## src/rtl/bit_serializer_tx_if.sv

```systemverilog
// ---------------------------------------------------------------------------
// bit_serializer_tx_if
// Purpose : bundles the word-side and bit-side handshakes of the
//           bit_serializer_tx so producer, consumer and serializer share one
//           set of wires.
// Signals :
//   din        - parallel word offered by the producer
//   din_valid  - producer has a word on din
//   din_ready  - serializer accepts the word this cycle
//   sout       - current serial bit
//   sout_valid - sout holds a valid bit
//   sout_ready - consumer takes sout this cycle
//   sout_last  - sout is the final bit of its word
// Modports:
//   slave  - the serializer's view (takes words, emits bits)
//   master - the environment's view (producer + consumer)
// ---------------------------------------------------------------------------
interface bit_serializer_tx_if #(
  parameter int WIDTH = 8
);
  logic [WIDTH-1:0] din;
  logic             din_valid;
  logic             din_ready;
  logic             sout;
  logic             sout_valid;
  logic             sout_ready;
  logic             sout_last;

  modport slave (
    input  din, din_valid, sout_ready,
    output din_ready, sout, sout_valid, sout_last
  );

  modport master (
    output din, din_valid, sout_ready,
    input  din_ready, sout, sout_valid, sout_last
  );
endinterface

```

## src/rtl/bit_serializer_tx.sv

```systemverilog
// ---------------------------------------------------------------------------
// bit_serializer_tx
// Purpose : parallel-to-serial transmitter. Takes one WIDTH-bit word over a
//           valid/ready handshake and shifts it out one bit per accepted
//           beat. With LSB_FIRST=1 the stream is the bit-reversed word read
//           MSB-first.
// Ports   :
//   clk         - rising-edge clock
//   rst_n       - asynchronous active-low reset
//   bus         - slave modport: din/din_valid/din_ready on the word side,
//                 sout/sout_valid/sout_ready/sout_last on the bit side
//   o_busy      - a word is in flight (state SHIFT)
//   o_dbg_state - FSM state (0 = IDLE, 1 = SHIFT)
//   o_dbg_cnt   - index of the bit currently presented on sout
//
// Handshake semantics (both sides): a transfer happens at a rising edge
// where valid && ready are both high. A source holding valid may not drop
// or change its data until the transfer; ready may depend combinationally
// on the other side's ready but never on the same side's valid.
// ---------------------------------------------------------------------------
module bit_serializer_tx #(
  parameter int WIDTH     = 8,
  parameter bit LSB_FIRST = 1'b1
) (
  input  logic                     clk,
  input  logic                     rst_n,
  bit_serializer_tx_if.slave       bus,
  output logic                     o_busy,
  output logic                     o_dbg_state,
  output logic [$clog2(WIDTH)-1:0] o_dbg_cnt
);

  localparam int              CW     = $clog2(WIDTH);
  localparam logic [CW-1:0]   C_LAST = CW'(WIDTH - 1);

  typedef enum logic {
    S_IDLE  = 1'b0,
    S_SHIFT = 1'b1
  } state_t;

  state_t           r_state;
  state_t           w_state_nxt;
  logic [WIDTH-1:0] r_shift;
  logic [WIDTH-1:0] w_shift_nxt;
  logic [CW-1:0]    r_cnt;
  logic [CW-1:0]    w_cnt_nxt;

  logic             w_sout_valid;
  logic             w_sout_last;
  logic             w_consume;
  logic             w_din_ready;
  logic             w_accept;

  // All bit-side outputs come straight from registered state.
  assign w_sout_valid = (r_state == S_SHIFT);
  assign w_sout_last  = w_sout_valid && (r_cnt == C_LAST);
  assign w_consume    = w_sout_valid && bus.sout_ready;

  // Ready again in the cycle the final bit leaves, so back-to-back words
  // keep sout_valid high with no bubble.
  assign w_din_ready  = (r_state == S_IDLE) || (w_consume && w_sout_last);
  assign w_accept     = bus.din_valid && w_din_ready;

  always_comb begin
    w_state_nxt = r_state;
    w_shift_nxt = r_shift;
    w_cnt_nxt   = r_cnt;
    case (r_state)
      S_IDLE: begin
        if (w_accept) begin
          w_shift_nxt = bus.din;
          w_cnt_nxt   = '0;
          w_state_nxt = S_SHIFT;
        end
      end
      S_SHIFT: begin
        if (w_consume) begin
          if (w_sout_last) begin
            if (w_accept) begin
              w_shift_nxt = bus.din;
              w_cnt_nxt   = '0;
            end else begin
              // Clear so sout reads 0 while idle.
              w_shift_nxt = '0;
              w_cnt_nxt   = '0;
              w_state_nxt = S_IDLE;
            end
          end else begin
            if (LSB_FIRST) begin
              w_shift_nxt = r_shift >> 1;
            end else begin
              w_shift_nxt = r_shift << 1;
            end
            w_cnt_nxt = r_cnt + 1'b1;
          end
        end
      end
      default: begin
        w_state_nxt = S_IDLE;
        w_shift_nxt = '0;
        w_cnt_nxt   = '0;
      end
    endcase
  end

  always_ff @(posedge clk or negedge rst_n) begin
    if (!rst_n) begin
      r_state <= S_IDLE;
      r_shift <= '0;
      r_cnt   <= '0;
    end else begin
      r_state <= w_state_nxt;
      r_shift <= w_shift_nxt;
      r_cnt   <= w_cnt_nxt;
    end
  end

  assign bus.sout       = LSB_FIRST ? r_shift[0] : r_shift[WIDTH-1];
  assign bus.sout_valid = w_sout_valid;
  assign bus.sout_last  = w_sout_last;
  assign bus.din_ready  = w_din_ready;

  assign o_busy      = (r_state == S_SHIFT);
  assign o_dbg_state = r_state;
  assign o_dbg_cnt   = r_cnt;

endmodule

```

## src/flat_wrapper.sv

```systemverilog
// flat-port wrapper written by rule: the top's interface ports become plain ports
module bit_serializer_tx_flat 
#(
  parameter int WIDTH     = 8,
  parameter bit LSB_FIRST = 1'b1
)
  (clk, rst_n, o_busy, o_dbg_state, o_dbg_cnt, bus_din, bus_din_valid, bus_sout_ready, bus_din_ready, bus_sout, bus_sout_valid, bus_sout_last);
  bit_serializer_tx_if #(.WIDTH(WIDTH)) bus_i ();
  input  logic clk;
  input  logic rst_n;
  output logic o_busy;
  output logic o_dbg_state;
  output logic [$clog2(WIDTH)-1:0] o_dbg_cnt;
  input wire logic [$bits(bus_i.din)-1:0] bus_din;
  input wire logic [$bits(bus_i.din_valid)-1:0] bus_din_valid;
  input wire logic [$bits(bus_i.sout_ready)-1:0] bus_sout_ready;
  output wire logic [$bits(bus_i.din_ready)-1:0] bus_din_ready;
  output wire logic [$bits(bus_i.sout)-1:0] bus_sout;
  output wire logic [$bits(bus_i.sout_valid)-1:0] bus_sout_valid;
  output wire logic [$bits(bus_i.sout_last)-1:0] bus_sout_last;
  assign bus_i.din = bus_din;
  assign bus_i.din_valid = bus_din_valid;
  assign bus_i.sout_ready = bus_sout_ready;
  assign bus_din_ready = bus_i.din_ready;
  assign bus_sout = bus_i.sout;
  assign bus_sout_valid = bus_i.sout_valid;
  assign bus_sout_last = bus_i.sout_last;
  bit_serializer_tx #(.WIDTH(WIDTH), .LSB_FIRST(LSB_FIRST)) u_core (.clk(clk), .rst_n(rst_n), .bus(bus_i), .o_busy(o_busy), .o_dbg_state(o_dbg_state), .o_dbg_cnt(o_dbg_cnt));
endmodule
```

## config.mk

```make
export PLATFORM = sky130hd
export DESIGN_NAME = bit_serializer_tx_flat
export DESIGN_NICKNAME = d
export VERILOG_FILES = /design/src/rtl/bit_serializer_tx_if.sv /design/src/rtl/bit_serializer_tx.sv /design/src/flat_wrapper.sv
export SDC_FILE = /design/constraint.sdc
export NUM_CORES = 1
export LEC_CHECK = 0
export CORE_UTILIZATION = 43
export DETAILED_ROUTE_END_ITERATION = 8
export PLACE_DENSITY = 0.75
export SLEW_MARGIN = 20
export SYNTH_ARGS = -nofsm -noshare
export SYNTH_HDL_FRONTEND = slang
export SYNTH_SLANG_ARGS = --single-unit
```

## constraint.sdc

```tcl
create_clock -name clk -period 1.8 [get_ports clk]
set_input_delay 0.18 -clock clk [delete_from_list [all_inputs] [get_ports clk]]
set_output_delay 0.18 -clock clk [all_outputs]
set_load 0.05 [all_outputs]
```

### After elaboration in Yosys (flattened, before gate mapping)

Cells that the tools add are included.

* register bits: 12
* bits of input ports: 12
* word-level logic and storage cells: 27

* $add $sub $neg: 1
* equal/unequal tests: 3
* mux-type cells: 13
* bitwise gates (word level): 1
* reductions and logical operators: 6

Operator list (count)
* 2-to-1 mux 8 bit: 4
* case mux 8 bit (2 select lines): 1
* 2-to-1 mux 3 bit: 3
* case mux 3 bit (2 select lines): 1
* logical AND 1 bit: 4
* adder 3 x 1 -> 3 bit (second input constant): 1
* == test 3 bit (second input constant): 1
* 2-to-1 mux 1 bit: 3
* inequality test 2 x 1 -> 1 bit (second input constant): 1
* inequality test 2 bit (second input constant): 1
* case mux 1 bit (2 select lines): 1
* AND reduction 2 bit: 1
* logical OR 1 bit: 1
* inverter 1 bit: 1

### Longest topological paths before layout

Gate-level depths: netlist of the first run.

* depth after elaboration: 9
* depth in mapped cells: 6

### Worst setup path before layout of the first run

OpenSTA, ideal clock, no wires.

* kind: register to register
* start: register u_core.r_cnt[0] (netlist: u_core.o_dbg_cnt[0])
* end: register u_core.r_shift[1]
* setup time: 0.126 ns
* data arrival time: 1.773 ns
* required time: 1.674 ns
* slack: -0.099 ns
* stages on the path, launching flop included: 7
* buffers on the path: 1
* clock period less this slack: 1.899 ns
* path through: dfrtp_1 -> ha_1 -> ha_1 -> a21boi_2 -> nor2b_1 -> buf_6 -> a221o_1

* cells in the longest elaborated chain, start to end: 9
* elaborated cells on any way between the ends: 11
* classes of those cells: eq/ne: 2; mux: 4; reduce/logical: 5

Ends and longest elaborated chain
* from (decl): RTL line bit_serializer_tx.sv:45 `logic [CW-1:0] r_cnt;`
* from (signal assigned): RTL line bit_serializer_tx.sv:114 `r_cnt <= w_cnt_nxt;`
* == test 3 bit *: RTL line bit_serializer_tx.sv:56 `assign w_sout_last = w_sout_valid && (r_cnt == C_LAST);`
* logical AND 1 bit *: RTL line bit_serializer_tx.sv:56
* logical AND 1 bit: RTL line bit_serializer_tx.sv:61 `assign w_din_ready = (r_state == S_IDLE) || (w_consume && w_sout_last);`
* logical OR 1 bit: RTL line bit_serializer_tx.sv:61
* logical AND 1 bit: RTL line bit_serializer_tx.sv:62 `assign w_accept = bus.din_valid && w_din_ready;`
* 2-to-1 mux 8 bit: RTL line bit_serializer_tx.sv:79 `if (w_accept) begin`
* 2-to-1 mux 8 bit: RTL line bit_serializer_tx.sv:78 `if (w_sout_last) begin`
* 2-to-1 mux 8 bit: RTL line bit_serializer_tx.sv:77 `if (w_consume) begin`
* case mux 8 bit (2 select lines): RTL line bit_serializer_tx.sv:68 `case (r_state)`
* to (signal assigned): RTL line bit_serializer_tx.sv:113 `r_shift <= w_shift_nxt;`
* to (decl): RTL line bit_serializer_tx.sv:43 `logic [WIDTH-1:0] r_shift;`

Every way passes the cells marked *; elsewhere a longest branch is shown, timed or not. The select of a mux whose other input is x is not followed.
A chain may end at the register's enable or synchronous reset.

### Final worst setup path of the first run

* start: register u_core.r_cnt[0] (netlist: u_core.o_dbg_cnt[0])
* end: output bus_din_ready

* cells in the longest elaborated chain, start to end: 4

Ends and longest elaborated chain
* == test 3 bit: RTL line bit_serializer_tx.sv:56
* logical AND 1 bit: RTL line bit_serializer_tx.sv:56
* logical AND 1 bit: RTL line bit_serializer_tx.sv:61
* logical OR 1 bit: RTL line bit_serializer_tx.sv:61
* to (decl): RTL line flat_wrapper.sv:17 `output wire logic [$bits(bus_i.din_ready)-1:0] bus_din_ready;`

Every way passes these cells.

==> flow_metrics.tcl, run 1 <==
set metrics [dict create \
    status "finished clean" \
    drive_gt1_share_pct 22.1 \
    synthTopCellsByArea "dfrtp_1, a221o_1, and3_1, a22o_1, ha_1" \
    diodes 0 \
    clk_pin_slew_ps 80 \
    syn_to_final_growth_pct 34.7 \
    synth_cells 56 \
    gp_congestion 0.735 \
    first_iter_violations 11 \
    worst_setup_path_end_kind "output port" \
    synth_edf_count 0 \
    min_period_ps 1710 \
    yosys.area.top_type "dfrtp_1" \
    vias 498 \
    place_hpwl_um 896 \
    cts_tree "done" \
    stdcell_area_um2 855 \
    yosysMostFrequentCell "dfrtp_1" \
    netlist.area_leader.share_pct 47.3 \
    fin_tns_setup_ps 0 \
    clock-sinks 12 \
    ir_drop_uv 802 \
    dpl_cell_area_um2 816 \
    clk_path_buf_depth 2 \
    rrSetupSlack_ps 140 \
    grt_first_pass_wirelength_um 1840 \
    final_antenna_net_count 0 \
    finalHoldViolCount 0 \
    ys_types 21 \
    core_um2 1330 \
    syn_area_um2 634 \
    cts-root-buf "clkbuf_4" \
    avgSynthCellArea_um2 11.3 \
    min_period_over_period_pct 95.2 \
    avgRoutedWirePerCell_um 14.1 \
    ys_async_sr_fraction_pct 100 \
    dr.pass1.iters 4 \
    slew_headroom_pct 63.8 \
    max_freq_mhz 583 \
    min_path_type "primary input to asynchronous set/reset pin" \
    worstSetupStartpointType "flip-flop" \
    post_cts_buffers 0 \
    port_buffers 20 \
    numCtsBuffers 3 \
    leakagePower_nw 0.422 \
    die_y_um 40.4 \
    final_core_util_pct 64.1 \
    yosys-top-cells-count "dfrtp_1, a221o_1, and3_1" \
    slew_violations 0 \
    seq_area_frac_synth_pct 47.3 \
    layoutNonFillerInstCount 92 \
    worst_pin_slew_ps 541 \
    arrival_ps 1530 \
    syn-num-nets 70 \
    critPathRequiredTime_ps 1620 \
    whs_ps 244 \
    routed_wl_um 1300 \
    synth-seq-cells 12 \
    synth_ff_type "dfrtp_1" \
    clock_skew_ps 3.39 \
    clk_latency_ps 280 \
    rr_endpoint "u_core.r_shift[6]" \
    grt_setup_unrepaired "no" \
    crit_type "flip-flop to output port" \
    r2r_cells 5 \
    crit_fanout 6 \
    powerDensity_nw_per_um2 1410 \
    ys.warnings.count 0 \
    grt_pass1_vias 367 \
    antenna_found_initial 0 \
    cts_resized 0 \
    overflow 0 \
    max_cap_violations 0 \
    drcViolationCount 0 \
    grt_use_total_pct 18.5 \
    via_per_inst 5.41 \
    initial_core_util_pct 47.6 \
    die_w_um 40.4 \
    cts-htree-levels 1 \
    io_pins 21 \
    grt_max_degree 13 \
    cts.hold.buffers_added 0 \
    final-setup-viol-count 0 \
    layout.nets 92 \
    r2r-start "u_core.o_dbg_cnt[0]" \
    row_count 13 \
    dieArea_um2 1630 \
    dp.cells 88 \
]
registers in the layout, indices dropped and copies added (netlist names):
name                   cells
u_core.r_shift             8
u_core.o_dbg_cnt           3
u_core.bus.sout_valid      1
cells by family after synthesis:
logic type	Yosys count	share of synthesized area [%]
mux	2	3.94
simple gates	17	15.8
fa+ha+maj	2	3.94
buf+inv	8	8.48
compound gates	15	20.5
flops	12	47.3
layout by cell type (no fill, tap or decap), drive strengths merged:
cell,n
buf,7
o22ai,2
nand2b,1
a22o,3
a21boi,1
inv,3
nand2,2
a221o,7
nor3b,1
and3,7
o21ai,2
ha,2
dfrtp,12
clkdlybuf4s50,15
mux2i,1
and2,1
mux2,1
or2,1
nor2,1
clkbuf,4
nor2b,3
per-layer routing:
| metal | routed length, um | vias up | GRT usage (%) |
|---|---|---|---|
| li1 | - | 247 | - |
| met5 | 0 | - | 0 |
| met4 | 24 | 0 | 10.0 |
| met2 | 530 | 14 | 20.6 |
| met1 | 664 | 232 | 27.0 |
| met3 | 80 | 5 | 10.0 |
how the worst max path moves through the flow:
stage	startpoint	to	slack [ps]
4_1_cts	u_core.o_dbg_cnt[0]	bus_din_ready	2
3_5_place_dp	u_core.o_dbg_cnt[0]	u_core.r_shift[1]	70
5_1_grt	u_core.o_dbg_cnt[0]	bus_din_ready	2
6_report	u_core.o_dbg_cnt[0]	bus_din_ready	90
2_1_floorplan	u_core.o_dbg_cnt[0]	u_core.r_shift[1]	10
3_3_place_gp	bus_sout_ready	u_core.r_shift[6]	100
worst max-delay path, stage by stage (launching register included):
cell and delay [ps]:
dfrtp_2 430, ha_1 200, ha_2 210, a21boi_2 170, inv_1 50, buf_4 180
metrics by stage:
step / total power [mW] / setup slack, ps
4_1_cts: 1.21 / 2.31
3_3_place_gp: 0.978 / 101
3_5_place_dp: 0.988 / 70.1
5_1_grt: 1.27 / 2.35
6_report: 1.20 / 86.1
2_1_floorplan: 0.813 / 13.8
area by class of cell:
class                           instances  area [um2]
Clock buffer                            4        36.3
Multi-Input combinational cell         36         283
Inverter                                3        11.3
Timing Repair Buffer                   22         203
Sequential cell                        12         303
Fill cell                             112         479
Tap cell                               15        18.8
report_power, final:
part | switching, mW | internal, mW | leakage [nW]
registers | 0.0703 | 0.362 | 0.153
clock network | 0.0961 | 0.123 | 0.0210
logic | 0.317 | 0.235 | 0.248
No activity file was read; power rests on OpenSTA's default activity.
==> run 2, diff against run 1 <==
Settings changed: HOLD_SLACK_MARGIN set to 0.02, REMOVE_ABC_BUFFERS set to 1.
==> flow_metrics.tcl, run 2 (synthesized netlist as in run 1, its figures left out) <==
set metrics [dict create \
    status "finished clean" \
    antenna_found_initial 0 \
    numCtsBuffers 3 \
    cts_resized 0 \
    grt_max_degree 14 \
    r2r_cells 6 \
    dr.pass1.iters 4 \
    clock_skew_ps 6.55 \
    whs_ps 256 \
    syn_to_final_growth_pct 38.5 \
    avgRoutedWirePerCell_um 13.5 \
    clk_path_buf_depth 2 \
    arrival_ps 1520 \
    final-setup-viol-count 0 \
    dieArea_um2 1630 \
    core_um2 1330 \
    worst_setup_path_end_kind "output port" \
    busiest_layer "met2" \
    mostFrequentLayoutCell "clkdlybuf4s50_1" \
    r2r-start "u_core.o_dbg_cnt[0]" \
    clk_latency_ps 270 \
    vias 499 \
    grt_setup_unrepaired "no" \
    place_hpwl_um 994 \
    use_met1_pct 24.7 \
    cts-root-buf "clkbuf_4" \
    grt_pass1_vias 457 \
    port_buffers 20 \
    crit_type "flip-flop to output port" \
    die_y_um 40.4 \
    overflow 0 \
    dpl_cell_area_um2 856 \
    min_path_type "primary input to asynchronous set/reset pin" \
    drive_gt1_share_pct 21.3 \
    final_antenna_net_count 0 \
    leakagePower_nw 0.443 \
    cts_tree "done" \
    die_w_um 40.4 \
    seqCellArea_um2 300 \
    cts-htree-levels 1 \
    min_period_ps 1700 \
    crit_fanout 3 \
    cts.hold.buffers_added 0 \
    via_per_inst 5.25 \
    finalHoldViolCount 0 \
    post_cts_buffers 0 \
    clk_pin_slew_ps 70 \
    rr_endpoint "u_core.r_shift[5]" \
    initial_core_util_pct 47.6 \
    largest-register "u_core.r_shift" \
    row_count 13 \
    worst_pin_slew_ps 526 \
    p_total_mw 1.19 \
    drcViolationCount 0 \
    clock-sinks 12 \
    critPathRequiredTime_ps 1620 \
    multi_input_area_um2 280 \
    use_met3_pct 8.33 \
    max_freq_mhz 587 \
    fin_tns_setup_ps 0 \
    ir_drop_uv 754 \
    grt_use_total_pct 19.3 \
    stdcell_area_um2 878 \
    worstSetupStartpointType "flip-flop" \
    diodes 0 \
    largest_reg_flops 8 \
    io_pins 21 \
    critPathCapture "o_dbg_cnt[1]" \
    first_iter_violations 11 \
    grt_first_pass_wirelength_um 1960 \
    rrSetupSlack_ps 160 \
    nFillCells 100 \
    final_cell_mix "clkdlybuf4s50_1, dfrtp_1, buf_4" \
    layout.nets 96 \
    gp_congestion 0.727 \
    grt_use_met2_pct 28.2 \
    routed_wl_um 1280 \
    max_cap_violations 0 \
    startpoint "u_core.o_dbg_cnt[1]" \
    slew_violations 0 \
    powerDensity_nw_per_um2 1350 \
    min_period_over_period_pct 94.7 \
    final_core_util_pct 65.9 \
    slew_headroom_pct 64.8 \
]
## run 2: cell types whose count changed in the layout (fill, tap and decap cells not counted)
cell      before  now
buf_12         0    1
dfrtp_1       10   12
buf_4          7   10
dfrtp_2        2    0
ha_1           1    2
ha_2           1    0
clkbuf_8       1    0
## run 2: critical path, cell delays in order (launching register included)
cell and delay [ps]:
dfrtp_1 350, buf_4 120, clkdlybuf4s50_1 800
## run 2: area by class of cell
cell class / instances / area share [%]
Clock buffer: 3 / 2.56
Tap cell: 15 / 2.14
Multi-Input combinational cell: 36 / 31.9
Timing Repair Buffer: 26 / 27.9
Inverter: 3 / 1.28
Sequential cell: 12 / 34.2
## run 2: per-stage QoR
stage,setup WS [ps],std cells
final,96.3,95
after detailed placement,151,92
after floorplan,-462,51
after global routing,41.2,95
after global placement,203,92
after CTS,81.4,95
## run 2: where the power goes
| part | total, mW | switching, mW | leakage (nW) | internal, mW |
|---|---|---|---|---|
| Sequential | 0.420 | 0.0614 | 0.155 | 0.359 |
| Clock | 0.156 | 0.0785 | 0.0138 | 0.0773 |
| Combinational | 0.610 | 0.337 | 0.274 | 0.273 |
## run 2: worst min-delay path by stage
stage                      start                     to  slack, ps  cells past startpoint
2_1_floorplan              rst_n  u_core.bus.sout_valid       -120                      0
3_3_place_gp   u_core.r_shift[7]      u_core.r_shift[7]        480                      1
3_5_place_dp   u_core.r_shift[7]      u_core.r_shift[7]        490                      1
4_1_cts                    rst_n      u_core.r_shift[3]        270                      1
5_1_grt                    rst_n      u_core.r_shift[1]        300                      1
6_report                   rst_n      u_core.r_shift[3]        260                      1
## run 2: routing by layer
metal,vias up,wire (um)
li1,258,-
met1,230,608
met2,9,594
met3,2,63
met4,0,12
met5,-,0
==> RTL edit, RTL diff (settings of run 1) <==
Put one more register stage on the output `o_dbg_state`. The value now appears one clock later. The other outputs are not delayed to match.
--- a/src/rtl/bit_serializer_tx.sv
+++ b/src/rtl/bit_serializer_tx.sv
@@ -121,7 +121,13 @@
   assign bus.din_ready  = w_din_ready;
 
   assign o_busy      = (r_state == S_SHIFT);
-  assign o_dbg_state = r_state;
+  always_ff @(posedge clk or negedge rst_n) begin
+    if (!rst_n) begin
+      o_dbg_state <= '0;
+    end else begin
+      o_dbg_state <= r_state;
+    end
+  end
   assign o_dbg_cnt   = r_cnt;
 
 endmodule
Formal check against the unedited RTL: not equivalent (Yosys sat finds a counterexample within 4 cycles, from zero or initial values and one cycle with rst_n low).
==> RTL edit against run 1 <==
Area after synthesis is 2.8% higher; clock skew is 0.0031 ns higher; cell count is 1.1% higher; core utilization is 0.53 points higher; sequential power is 5.8% higher; sequential cell count is 1 higher; combinational power hardly changed; worst setup slack worse by 0.0031 ns; wire length is 0.15% higher; power is 1.3% lower; design area is 2.0% higher.
==> RTL edit: results <==
[timing]
worst_hold_slack_ns = 0.262
fin_ws_ns = 0.0831
tightestPinTransition_ns = 0.559

[power_and_ir_drop]
p_leak_nw = 0.425
ir_drop_mv = 0.702
p_int_w = 0.000708
powerSeq_w = 0.000458
power_density_nw_per_um2 = 1360

[synth]
synth_compound_area_share_pct = 20.0
synth_common_cells = "13 x dfrtp_1, 7 x a221o_1, 7 x and3_1"
synthMuxAreaShare_pct = 3.84
synth-adder-area-share_pct = 3.84
synth_area_leaders = "dfrtp_1 50%, a221o_1 11%, and3_1 6.7%"
yosysSeqAreaShare_pct = 49.9

[grt]
grt_pass1_wl_um = 1950
grt_pass1_vias = 452
grt_max_degree = 14
grt_usage_pct = 18.6

[finish]
drive_above_1_share_pct = 19.2
nets = 93
n_fill_cell = 121

[run_status]
outcome = "finished clean"

[placed_design]
dp_slack_ns = 0.0763
place_congestion = 0.718

[detailed_routing]
wl_per_cell_um = 14.0
## RTL edit: cell types whose count changed after synthesis
cell and change:
buf_4 -1, dfrtp_1 +1
## RTL edit: metal layers
metal	vias to the layer above	global-route usage [%]	share of wire, %
met5	-	0	0
met4	0	12.5	1.5
met3	2	3.26	4.4
met2	12	28.5	47
met1	249	23.6	47
li1	253	-	-
## RTL edit: worst max-delay path: cells and delay by family, from the launching register on
kind | cells | cell delay, ns
compound gates | 1 | 0.18
flops | 1 | 0.44
fa+ha+maj | 2 | 0.41
buf+inv | 2 | 0.23
## RTL edit: cell type report
type                            count  area [um^2]  share of cell area (%)
Clock buffer                        4         26.3                    3.01
Multi-Input combinational cell     36          283                    32.4
Tap cell                           15         18.8                    2.15
Sequential cell                    13          328                    37.6
Timing Repair Buffer               22          205                    23.5
Inverter                            3         11.3                    1.29
## RTL edit: through the flow
step	instances	area (um^2)
2_1_floorplan	56	654
3_3_place_gp	89	843
3_5_place_dp	89	843
4_1_cts	93	870
5_1_grt	93	872
6_report	93	872
